**config.mk**
```make
export PLATFORM = sky130hd
export DESIGN_NAME = cr_xp10_decomp_lz77_hb_arb
export DESIGN_NICKNAME = d
export VERILOG_FILES = /design/src/rtl/cr_xp10_decomp_lz77_hb_arb.sv
export SDC_FILE = /design/constraint.sdc
export NUM_CORES = 1
export LEC_CHECK = 0
export BUFFER_PORTS_ARGS = -buffer_cell sky130_fd_sc_hd__buf_2
export CAP_MARGIN = 20
export CELL_PAD_IN_SITES_DETAIL_PLACEMENT = 1
export CELL_PAD_IN_SITES_GLOBAL_PLACEMENT = 1
export CORE_ASPECT_RATIO = 0.7
export CORE_MARGIN = 2
export CORE_UTILIZATION = 50
export CTS_BUF_LIST = sky130_fd_sc_hd__clkbuf_2
export DETAILED_ROUTE_END_ITERATION = 8
export GPL_TIMING_DRIVEN = 0
export PLACE_DENSITY_LB_ADDON = 0.1
export SYNTH_ARGS = -nofsm -noshare
export SYNTH_HDL_FRONTEND = slang
export SYNTH_SLANG_ARGS = --single-unit
```
**constraint.sdc**
```tcl
create_clock -name clk -period 12.85 [get_ports clk]
set_input_delay 1.285 -clock clk [delete_from_list [all_inputs] [get_ports clk]]
set_output_delay 1.285 -clock clk [all_outputs]
set_load 0.02 [all_outputs]
```
**src/rtl/cr_xp10_decomp_lz77_hb_arb.sv**
```systemverilog
// LZ77 history-buffer write-port arbiter. Sequences prefix-loader and data-out writes,
// generates the wrapping write address and tracks per-frame fill and wrap state.
module cr_xp10_decomp_lz77_hb_arb #(
  parameter int HB_DEPTH   = 1024,
  parameter int ADDR_W     = 10,
  parameter int SKID_DEPTH = 4
) (
  input  logic              clk,
  input  logic              rst_n,
  input  logic              do_hb_wr,
  input  logic [127:0]      do_hb_wdata,
  input  logic              pf_hb_req,
  input  logic [127:0]      pf_hb_wdata,
  input  logic              pf_hb_last,
  output logic              pf_hb_gnt,
  input  logic              hb_frame_start,
  input  logic              hb_busy,
  output logic              hb_wen,
  output logic [ADDR_W-1:0] hb_waddr,
  output logic [127:0]      hb_wdata,
  output logic              hb_arb_pause,
  output logic              hb_wrapped,
  output logic [ADDR_W:0]   hb_fill,
  output logic              hb_arb_overflow
);

  localparam int PTR_W = $clog2(SKID_DEPTH);
  localparam int CNT_W = $clog2(SKID_DEPTH + 1);
  localparam logic [CNT_W-1:0]  FULL_CNT  = CNT_W'(SKID_DEPTH);
  localparam logic [CNT_W-1:0]  PAUSE_CNT = CNT_W'(SKID_DEPTH - 2);
  localparam logic [ADDR_W-1:0] LAST_ADDR = ADDR_W'(HB_DEPTH - 1);
  localparam logic [ADDR_W:0]   FILL_MAX  = (ADDR_W + 1)'(HB_DEPTH);

  typedef enum logic [1:0] {IDLE, PREFIX, DATA} state_t;

  state_t              state_reg, state_next;
  logic [127:0]        skid_mem [SKID_DEPTH];
  logic [PTR_W-1:0]    rd_idx_reg, wr_idx_reg;
  logic [CNT_W-1:0]    cnt_reg, cnt_next;
  logic [ADDR_W-1:0]   wptr_reg;
  logic                pending_reg;

  logic                skid_empty;
  logic                pop;
  logic                issue;
  logic                push_acc;
  logic                drop;
  logic                frame_apply;
  logic [127:0]        issue_data;

  function automatic logic [PTR_W-1:0] idx_inc(input logic [PTR_W-1:0] idx);
    return (idx == PTR_W'(SKID_DEPTH - 1)) ? '0 : idx + PTR_W'(1);
  endfunction

  always_comb begin
    state_next = state_reg;
    pop        = 1'b0;
    skid_empty = (cnt_reg == '0);
    pf_hb_gnt  = pf_hb_req && !hb_busy && !pending_reg &&
                 ((state_reg == IDLE) || (state_reg == PREFIX));
    case (state_reg)
      IDLE: begin
        // A pending frame start blocks prefix grants, so the skid must still drain.
        if (pf_hb_gnt) begin
          state_next = pf_hb_last ? DATA : PREFIX;
        end else if (!skid_empty && !hb_busy && (!pf_hb_req || pending_reg)) begin
          pop        = 1'b1;
          state_next = DATA;
        end
      end
      PREFIX: begin
        if (pf_hb_gnt && pf_hb_last) state_next = DATA;
      end
      DATA: begin
        pop = !skid_empty && !hb_busy;
      end
      default: state_next = IDLE;
    endcase
    issue       = pf_hb_gnt || pop;
    issue_data  = pf_hb_gnt ? pf_hb_wdata : skid_mem[rd_idx_reg];
    frame_apply = pending_reg && skid_empty && !issue;
    if (frame_apply) state_next = IDLE;
  end

  // A full skid still accepts a push when the head leaves in the same cycle.
  assign push_acc = do_hb_wr && ((cnt_reg != FULL_CNT) || pop);
  assign drop     = do_hb_wr && (cnt_reg == FULL_CNT) && !pop;
  assign cnt_next = cnt_reg + CNT_W'(push_acc) - CNT_W'(pop);

  always_ff @(posedge clk) begin
    if (push_acc) skid_mem[wr_idx_reg] <= do_hb_wdata;
  end

  always_ff @(posedge clk) begin
    if (!rst_n) begin
      state_reg       <= IDLE;
      rd_idx_reg      <= '0;
      wr_idx_reg      <= '0;
      cnt_reg         <= '0;
      wptr_reg        <= '0;
      pending_reg     <= 1'b0;
      hb_wen          <= 1'b0;
      hb_waddr        <= '0;
      hb_wdata        <= '0;
      hb_arb_pause    <= 1'b0;
      hb_wrapped      <= 1'b0;
      hb_fill         <= '0;
      hb_arb_overflow <= 1'b0;
    end else begin
      state_reg    <= state_next;
      cnt_reg      <= cnt_next;
      hb_arb_pause <= (cnt_next >= PAUSE_CNT);
      if (push_acc) wr_idx_reg <= idx_inc(wr_idx_reg);
      if (pop)      rd_idx_reg <= idx_inc(rd_idx_reg);

      hb_wen <= issue;
      if (issue) begin
        hb_waddr <= wptr_reg;
        hb_wdata <= issue_data;
      end

      if (frame_apply) begin
        wptr_reg        <= '0;
        hb_fill         <= '0;
        hb_wrapped      <= 1'b0;
        hb_arb_overflow <= 1'b0;
        pending_reg     <= 1'b0;
      end else begin
        if (issue) begin
          wptr_reg <= wptr_reg + ADDR_W'(1);
          if (wptr_reg == LAST_ADDR) hb_wrapped <= 1'b1;
          if (hb_fill != FILL_MAX) hb_fill <= hb_fill + (ADDR_W + 1)'(1);
        end
        if (drop)           hb_arb_overflow <= 1'b1;
        if (hb_frame_start) pending_reg     <= 1'b1;
      end
    end
  end

endmodule

```
---- After elaboration in Yosys (flattened, before gate mapping) ----
Memory sizes are Yosys's and may differ from the RTL's. A register that Yosys moved wholly into a read port is not among the register bits.
Cells that the tools add are included.
word-level totals
  bits in registers ....................... 173
  bits in latches ......................... 0
  RAM bits ................................ 512
  memory bits (read-only) ................. 0
  input port bits ......................... 263
  memories kept ........................... 1
memories
  name      words  bits a word  rd ports  clocked after memory_dff  wr ports  RTL line  RTL
  skid_mem  4      128          1         1                         1         37        logic [127:0] skid_mem [SKID_DEPTH];
operators by class
  $add $sub $neg .......................... 6
  multipliers ............................. 0
  divide/modulo/power cells ............... 0
  $lt $le $gt $ge ......................... 1
  eq/ne operators ......................... 10
  shift-type cells ........................ 0
  mux-type cells .......................... 15
  bitwise logic cells ..................... 2
  reductions and logical operators ........ 27
operator list
  operator                                                                             number
  128-bit 2-to-1 mux                                                                   1
  2-bit 2-to-1 mux                                                                     8
  11-bit by 1-bit adder with 11-bit output, second input constant                      1
  1-bit logical AND                                                                    11
  11-bit inequality test, second input constant                                        1
  10-bit by 1-bit adder with 10-bit output, second input constant                      1
  10-bit equality test, second input constant                                          1
  2-bit equality test, second input constant                                           3
  1-bit logical NOT                                                                    6
  2-bit one-hot mux with 3 select lines                                                1
  2-bit by 1-bit adder with 2-bit output, second input constant                        2
  1-bit logical OR                                                                     4
  1-bit 2-to-1 mux                                                                     4
  2-bit AND reduction                                                                  2
  3-bit by 1-bit adder with 3-bit output                                               1
  3-bit equality test, second input constant                                           1
  3-bit by 2-bit greater-or-equal comparator with 1-bit output, second input constant  1
  3-bit logical NOT                                                                    1
  3-bit by 2-bit inequality test with 1-bit output, second input constant              1
  3-bit inequality test, second input constant                                         1
  3-bit AND reduction                                                                  1
  3-bit by 1-bit subtractor with 3-bit output                                          1
  2-bit by 1-bit equality test with 1-bit output, second input constant                1
  2-bit logical NOT                                                                    1
  4 further kinds                                                                      5

---- Logic depth before layout (Yosys ltp) ----
Gate-level depths: netlist of run 1.
  depth after elaboration ................. 12
  gate-level depth with buffers ........... 13

---- Worst setup path before layout of run 1 ----
No wires, ideal clock.
  path type ............................... input to register
  from .................................... input hb_busy
  to ...................................... memory skid_mem[0][0], enable pin
  arrival ................................. 4.948 ns
  data required time ...................... 12.347 ns
  setup slack ............................. 7.398 ns
  cell stages on the path ................. 3
  cell sequence ........................... or2_2 -> o211ai_1 -> and3_1
between the ends
  cells in the longest elaborated chain, start to end .. 10
ends and longest elaborated chain
  item                                                   RTL line    RTL
  from (decl)                                            17          input logic hb_busy,
  1-bit logical NOT (*)                                  59, 66, 75
  1-bit logical AND, on equally long branches            66, 75, 59
  1-bit logical AND, on equally long branches            66, 59
  1-bit 2-to-1 mux or 1-bit logical AND (tied branches)  66, 59
  1-bit 2-to-1 mux                                       64          if (pf_hb_gnt) begin
  1-bit one-hot mux with 2 select lines (*)              61          case (state_reg)
  1-bit logical OR (*)                                   86          assign push_acc = do_hb_wr && ((cnt_reg != FULL_CNT) || pop);
  1-bit logical AND (*)                                  86
  1-bit 2-to-1 mux (*)                                   91          if (push_acc) skid_mem[wr_idx_reg] <= do_hb_wdata;
  1-bit 2-to-1 mux (implied by the code) (*)             91
  to (decl)                                              37
Every way passes the cells marked *; elsewhere a longest branch is shown, timed or not.

---- Worst setup path in the final report of run 1 ----
  from .................................... register pending_reg
  to ...................................... output pf_hb_gnt
between the ends
  cells in the longest elaborated chain, start to end .. 3
ends and longest elaborated chain
  item                             RTL line  RTL
  from (decl)                      41        logic pending_reg;
  from (signal assigned)           101       pending_reg <= 1'b0;
  from (signal assigned)           127       pending_reg <= 1'b0;
  from (signal assigned)           135       if (hb_frame_start) pending_reg <= 1'b1;
  1-bit logical NOT                59        pf_hb_gnt = pf_hb_req && !hb_busy && !pending_reg &&
  1-bit logical AND (2 in series)  59
  to (decl)                        15        output logic pf_hb_gnt,
Every way passes these cells.

==> results of run 1 <==
-- metrics by stage --
stage          cells  total power [mW]  hold slack [ns]   util
2_1_floorplan   1628              3.69            0.453      -
3_3_place_gp    2718              4.16            0.439  0.565
3_5_place_dp    2729              4.22            0.445  0.571
4_1_cts         3034              5.70            0.151  0.601
5_1_grt         3044              5.94            0.162  0.602
6_report        3048              5.64            0.334  0.602
-- metal layers --
metal	vias to the layer above	wire, um
li1	7631	-
met2	530	35400
met5	-	65
met1	8762	29800
met4	12	2030
met3	150	4170
-- final timing paths --
check,endpoint,start,cells past startpoint
setup reg to reg,hb_arb_pause,state_reg[0],13
hold reg to reg,hb_waddr[5],hb_waddr[5],2
setup / recovery,pf_hb_gnt,pending_reg,4
hold / removal,skid_mem[2][45],do_hb_wdata[45],1
-- cells in the final DEF (no fill, tap or decap), types with 6 or more instances in the layout --
master,Yosys,layout
clkinv_1,0,29
nand4_1,6,6
a21oi_1,276,276
buf_16,0,8
ha_1,10,10
clkbuf_1,64,64
dfxtp_1,175,175
or3_1,13,13
nor2_1,13,13
edfxtp_1,512,512
nand3_1,7,7
diode_2,0,14
clkbuf_2,0,265
nand2_1,160,160
buf_2,40,456
mux4_2,128,128
a21boi_1,9,9
o21ai_0,145,145
inv_1,13,13
inv_2,0,7
-- critical path, cell delays in order (launching register included) --
cell	delay (ns)
dfxtp_1	0.36
or4b_4	0.59
clkinv_4	0.16
clkbuf_1	0.39
buf_2	0.25
-- report_power, final --
part | internal [mW] | switching (mW)
clock network | 0.600 | 0.883
registers | 2.67 | 0.113
logic | 0.509 | 0.863
-- logic make-up after synthesis --
kind of cell | synth area share
simple gates | 0.0396
xor+xnor | 0.00102
compound gates | 0.0902
fa+ha+maj | 0.00562
flops | 0.731
buf+inv | 0.0199
mux | 0.112
-- area by class of cell --
cell class / count / area [sq um]
plain buffers: 106 / 455
well taps: 674 / 843
fillers: 5143 / 20200
clock buffers: 265 / 1330
clock inverters: 40 / 233
inverters: 14 / 57.6
diodes: 14 / 35.0
repair buffers: 427 / 2350
multi-input cells: 821 / 6440
flip-flops and latches: 687 / 18900
==> summary.txt, run 1 <==
Synthesis
  • Top-area cell type share of the netlist area: 0.596
  • Yosys reg bits: between 600 and 700
  • Cells after Synth: about 1600
  • Commonest cells in the synthesized netlist: edfxtp_1, a21oi_1, dfxtp_1
  • Post-synth EDFFs: about 500
  • Top post-synthesis cells by area: edfxtp_1, dfxtp_1, mux4_2, a21oi_1, o21ai_0
  • Area leader, netlist: edfxtp_1
  • Post-synthesis sequential area ratio: 0.731
  • Leading register cell type out of synthesis: edfxtp_1
  • Most common cell in the netlist: edfxtp_1
  • Async SR Flop Fraction: 0
  • Cell Area, Synth: 25800 sq um
  • YS warnings: 0
  • Syn_nets: roughly 1900
  • Distinct cells, synth: 42
  • Synthesized area per cell: 15.9 sq um

Worst setup path
  • Crit Path Category: reg -> out
  • Worst EP arrival: about 2.9 ns
  • R2r setup slk: between 9 and 10 ns
  • WP data required: 11.56 ns
  • Crit-path max FO: 10
  • CP Capture Type: primary output
  • Setup crit start kind: flip-flop

CTS
  • Worst-path clk slew: 0.12 ns
  • Hold-fix buffers, CTS: 0
  • CTS Root Cell: clkbuf_2
  • Gates resized, CTS repair: 0
  • Max Root-Sink Buffers: 3
  • Clock Latency Late Sink: 1.16 ns
  • CTS tree: built
  • Post-CTS Setup Inserts: 0
  • H-tree lvl count: 4
  • TritonCTS Buffers: 163
  • CTS sink count: 687

GRT
  • Busiest metal layer after global routing: met2
  • GR Overflow Total: 0
  • Met1 usage: 0.345
  • Vias in the first global route: roughly 19000
  • Met2 Track Usage GR: 0.433
  • First-pass GRT wire length: between 100 and 150 mm
  • Initial antenna violation count: 22
  • Grt met3 use: 0.0648
  • Largest net degree at the start of global routing: 57
  • Gr usage total: 0.267

Layout
  • Ratio of cells with drive above 1 in the final layout: 0.375
  • Design Area, Final: between 30000 and 40000 sq um
  • Max reg flops: about 500
  • P&R area growth vs syn: 18.6%
  • Largest reg by FF count: skid_mem
  • Final nets: between 2000 and 2500
  • Biggest regs: skid_mem (512), hb_wdata (128), hb_fill (11)

Routing
  • Initial DRC count: between 1000 and 1500
  • Vias per cell: roughly 5.6
  • Via count: 17085
  • Routed WL: around 70 mm
  • DR WL/cell: 23.5 um
  • Routed Antenna Nets: 0
  • DRC violations left: 0
  • Pre-antenna DRT Iters: 5

Worst hold path
  • Min-Delay Path Class: in -> reg

Timing
  • Worst Tran Pin Value: between 0.9 and 1 ns
  • Final setup margin: 8.68 ns
  • Min Tclk post-route: 4.17 ns
  • Period utilisation layout: 0.325
  • Unrepaired setup endpoints after global routing: no
  • F_max: about 240 MHz
  • Hold Violations, Final: 0
  • Setup tns final: 0 ns
  • Slew Limit Fails: 0
  • Fin Clk Skew: around 0.077 ns
  • Slew headroom: 0.352
  • Final setup viols: 0

Placed design
  • HPWL after DPL: 47.9 mm
  • GP Congestion: roughly 0.79
  • Post-DP Area: a little under 30000 sq um
  • Setup WS pre-CTS: 8.39 ns
  • I/O Buffers: 416

Power
  • Pwr dens: 184 nW/um^2
  • Leak pwr: 11.2 nW
  • Peak supply drop: between 80 and 90 uV

Floorplan
  • Die Wd: about 280 um
  • Die Height: between 150 and 200 um
  • Initial Util: 0.508
  • Core area: between 50000 and 60000 sq um
  • Die area: approximately 53000 sq um
  • IO Pins: around 420
  • # rows: a little under 70

Job
  • Max cap viols: 0

Status
  • Status: completed
Note: power is estimated with default switching activity, not from simulation.
==> inputs of run 2 (changes only) <==
ABC_AREA = 1   (was not set)
CORE_UTILIZATION = 46   (was 50)
clock period = 4.1 ns   (was 12.85 ns; I/O delays follow)
==> summary.txt, run 2 <==
CTS
  • CTS tree: built
  • CTS sink count: a little under 700
  • Max Root-Sink Buffers: 3
  • CTS Root Cell: clkbuf_2
  • Clock Latency Late Sink: approximately 1.4 ns
  • TritonCTS Buffers: 168
  • Worst-path clk slew: 0.17 ns
  • H-tree lvl count: 4

Synthesis
  • YS warnings: 0
  • Cells after Synth: 2404
  • Top post-synthesis cells by area: edfxtp_1, dfxtp_1, nor2_1, o21ai_0, o211ai_1
  • Async SR Flop Fraction: 0
  • Post-synthesis sequential area ratio: 0.701
  • Leading register cell type out of synthesis: edfxtp_1
  • Post-synth EDFFs: 512
  • Distinct cells, synth: 32
  • Synthesized area per cell: 11.2 sq um
  • Most common cell in the netlist: nor2_1
  • Top-area cell type share of the netlist area: 0.571
  • Commonest cells in the synthesized netlist: nor2_1, edfxtp_1, o21ai_0
  • Yosys reg bits: ~690
  • Syn_nets: roughly 2700
  • Area leader, netlist: edfxtp_1
  • Cell Area, Synth: roughly 27000 sq um

Layout
  • Area of the multi-input gates: ~7000 sq um
  • Design Area, Final: ~38000 sq um
  • Most common cell after layout, fill and taps aside: dlygate4sd3_1
  • Most frequent cells in the layout: dlygate4sd3_1, nor2_1, edfxtp_1
  • Largest reg by FF count: skid_mem
  • Final cell count without fillers: ~4600
  • Biggest regs: skid_mem (512), hb_wdata (128), hb_fill (11)
  • Max reg flops: just over 500
  • Ratio of cells with drive above 1 in the final layout: 0.214
  • Post-Route Utilization: 0.657
  • P&R area growth vs syn: 41.8%
  • Fill cell count: approximately 6400
  • Sequential cell area: ~19000 sq um
  • Final nets: approximately 3900

Worst setup path
  • Setup crit start kind: primary input
  • Worst path slowest cell: clkbuf_1
  • Crit Path Category: in -> reg
  • RR Startpoint: pending_reg
  • Reg-to-Reg End: hb_wdata[22]
  • WP data required: 5.34 ns
  • Worst EP arrival: between 4 and 5 ns
  • Crit-path max FO: 10
  • Largest stage delay on the critical path: around 0.71 ns
  • CP Capture Type: flip-flop
  • R2r setup slk: 0.72 ns
  • CP cell instances: dlygate4sd3_1 -> buf_2 -> dlygate4sd3_1 -> inv_1 -> nand3_2 -> buf_2 -> clkbuf_1 -> o211ai_1 -> dlygate4sd3_1 -> o21ai_1 -> dlygate4sd3_1
  • FF-to-FF path depth: 8
  • Most used cell along the critical path: dlygate4sd3_1

Power
  • Peak supply drop: around 260 uV
  • Leak pwr: roughly 15 nW
  • P_int: 12.5 mW
  • Register share of total power: 0.434
  • Sw frac: 0.397
  • Logic pwr share: 0.327
  • Clock power frac: 0.239
  • Pwr dens: about 540 nW/um^2
  • Psw: roughly 8.2 mW

GRT
  • GR Overflow Total: 0
  • Gr usage total: 0.377
  • Initial antenna violation count: 42
  • First-pass GRT wire length: ~170 mm
  • Largest net degree at the start of global routing: 28
  • Vias in the first global route: roughly 28000

Routing
  • DR WL/cell: 25.5 um
  • Vias per cell: ~5.7
  • Via count: 25818
  • Routed WL: between 100 and 150 mm
  • DRC violations left: 0
  • Pre-antenna DRT Iters: 6
  • Routed Antenna Nets: 0
  • Initial DRC count: 2208

Floorplan
  • Core area: between 50000 and 60000 sq um
  • Die Wd: between 200 and 300 um
  • Die Height: roughly 210 um
  • # rows: 74
  • Die area: just over 60000 sq um
  • IO Pins: between 400 and 500
  • Initial Util: 0.463

Placed design
  • GP Congestion: roughly 0.84
  • Setup WS pre-CTS: just under 1 ns
  • I/O Buffers: between 400 and 500
  • Post-DP Area: roughly 30000 sq um
  • Placed insts: roughly 3600
  • HPWL after DPL: 60.7 mm

Status
  • Status: completed

Worst hold path
  • Worst hold endpoint: skid_mem[0][109]
  • Hold Crit Start: do_hb_wdata[109]
  • Min-Delay Path Class: in -> reg
  • Min-Delay Path Depth: 3

Timing
  • Min Tclk post-route: approximately 3.4 ns
  • Final setup margin: between 0.7 and 0.8 ns
  • Slew headroom: 0.304
  • F_max: 295 MHz
  • Slew Limit Fails: 0
  • Final setup viols: 0
  • Worst Tran Pin Value: 1.04 ns
  • Unrepaired setup endpoints after global routing: no
  • Period utilisation layout: 0.828
  • Fin Clk Skew: 0.126 ns
  • Hold Violations, Final: 0

Job
  • Max cap viols: 0
[run 2: cell count changes after synthesis, sizes merged, moves of 58 or more]
cell    delta
a21oi    -253
mux4     -128
nand2     +58
nor2     +528
o211ai   +127
o21ai    +346
[run 2: timing repair]
action	4_1_cts	5_1_grt
buffers inserted	0	0
endpoints found under the hold margin	798	0
resized for setup	0	0
hold buffers	608	0
[run 2: worst max path at each step]
stage | cells past startpoint | from | slack, ns | to
floorplan | 6 | cnt_reg[1] | -0.67 | skid_mem[0][0]
global placement | 6 | hb_busy | -3.86 | skid_mem[1][52]
detailed placement | 9 | hb_busy | 0.97 | skid_mem[2][90]
CTS | 5 | state_reg[1] | 0.85 | pf_hb_gnt
global route | 9 | cnt_reg[1] | 0.71 | hb_wdata[48]
finish | 11 | hb_busy | 0.71 | hb_wdata[22]
[run 2: metrics by stage]
stage | hold slack [ns] | TNS [ns] | total power [mW]
after global placement | 0.436 | -1929.39 | 14.3
after global routing | 0.310 | 0 | 21.6
final | 0.417 | 0 | 20.8
after CTS | 0.220 | 0 | 19.9
after floorplan | 0.457 | -342.39 | 12.2
after detailed placement | 0.443 | 0 | 14.5
[run 2: power by group through the flow]
stage	sequential [mW]	combinational [mW]	clock [mW]
6_report	9.00	6.80	4.96
3_5_place_dp	9.03	5.51	0
4_1_cts	8.88	6.26	4.73
3_3_place_gp	9.10	5.21	0
2_1_floorplan	9.58	2.61	0
5_1_grt	9.05	7.21	5.31
[run 2: metal layers]
| layer | part of all wire | track usage | up-vias |
|---|---|---|---|
| met5 | 0.0012 | 0 | - |
| met2 | 0.48 | 0.628 | 1470 |
| met4 | 0.058 | 0.232 | 20 |
| met1 | 0.38 | 0.447 | 12763 |
| li1 | - | - | 11086 |
| met3 | 0.079 | 0.0884 | 479 |
[run 2: logic make-up (layout without fill, tap and decap cells)]
group	count (synthesis)	after routing	share of synthesized area
AND/OR/NAND/NOR	843	843	0.123
flip-flops	687	687	0.701
AO/OA/AOI/OAI	648	648	0.132
buffers and inverters	205	1560	0.0352
adder cells (fa/ha/maj)	11	11	0.00539
XOR/XNOR	10	10	0.00325
other	0	39	0
[run 2: cell type report]
class,count,share of cell area
Antenna cell,39,0.00255
Buffer,161,0.0205
Clock buffer,261,0.0342
Clock inverter,48,0.00622
Inverter,44,0.00432
Multi-Input combinational cell,1512,0.187
Sequential cell,687,0.494
Tap cell,760,0.0249
Timing Repair Buffer,1046,0.226
[run 2: critical path: cells and delay by family]
| kind | cells | cell delay, ns |
|---|---|---|
| AOI/OAI and AO/OA | 2 | 0.31 |
| and+or+nand+nor | 1 | 0.12 |
| buffers and inverters | 8 | 3.77 |
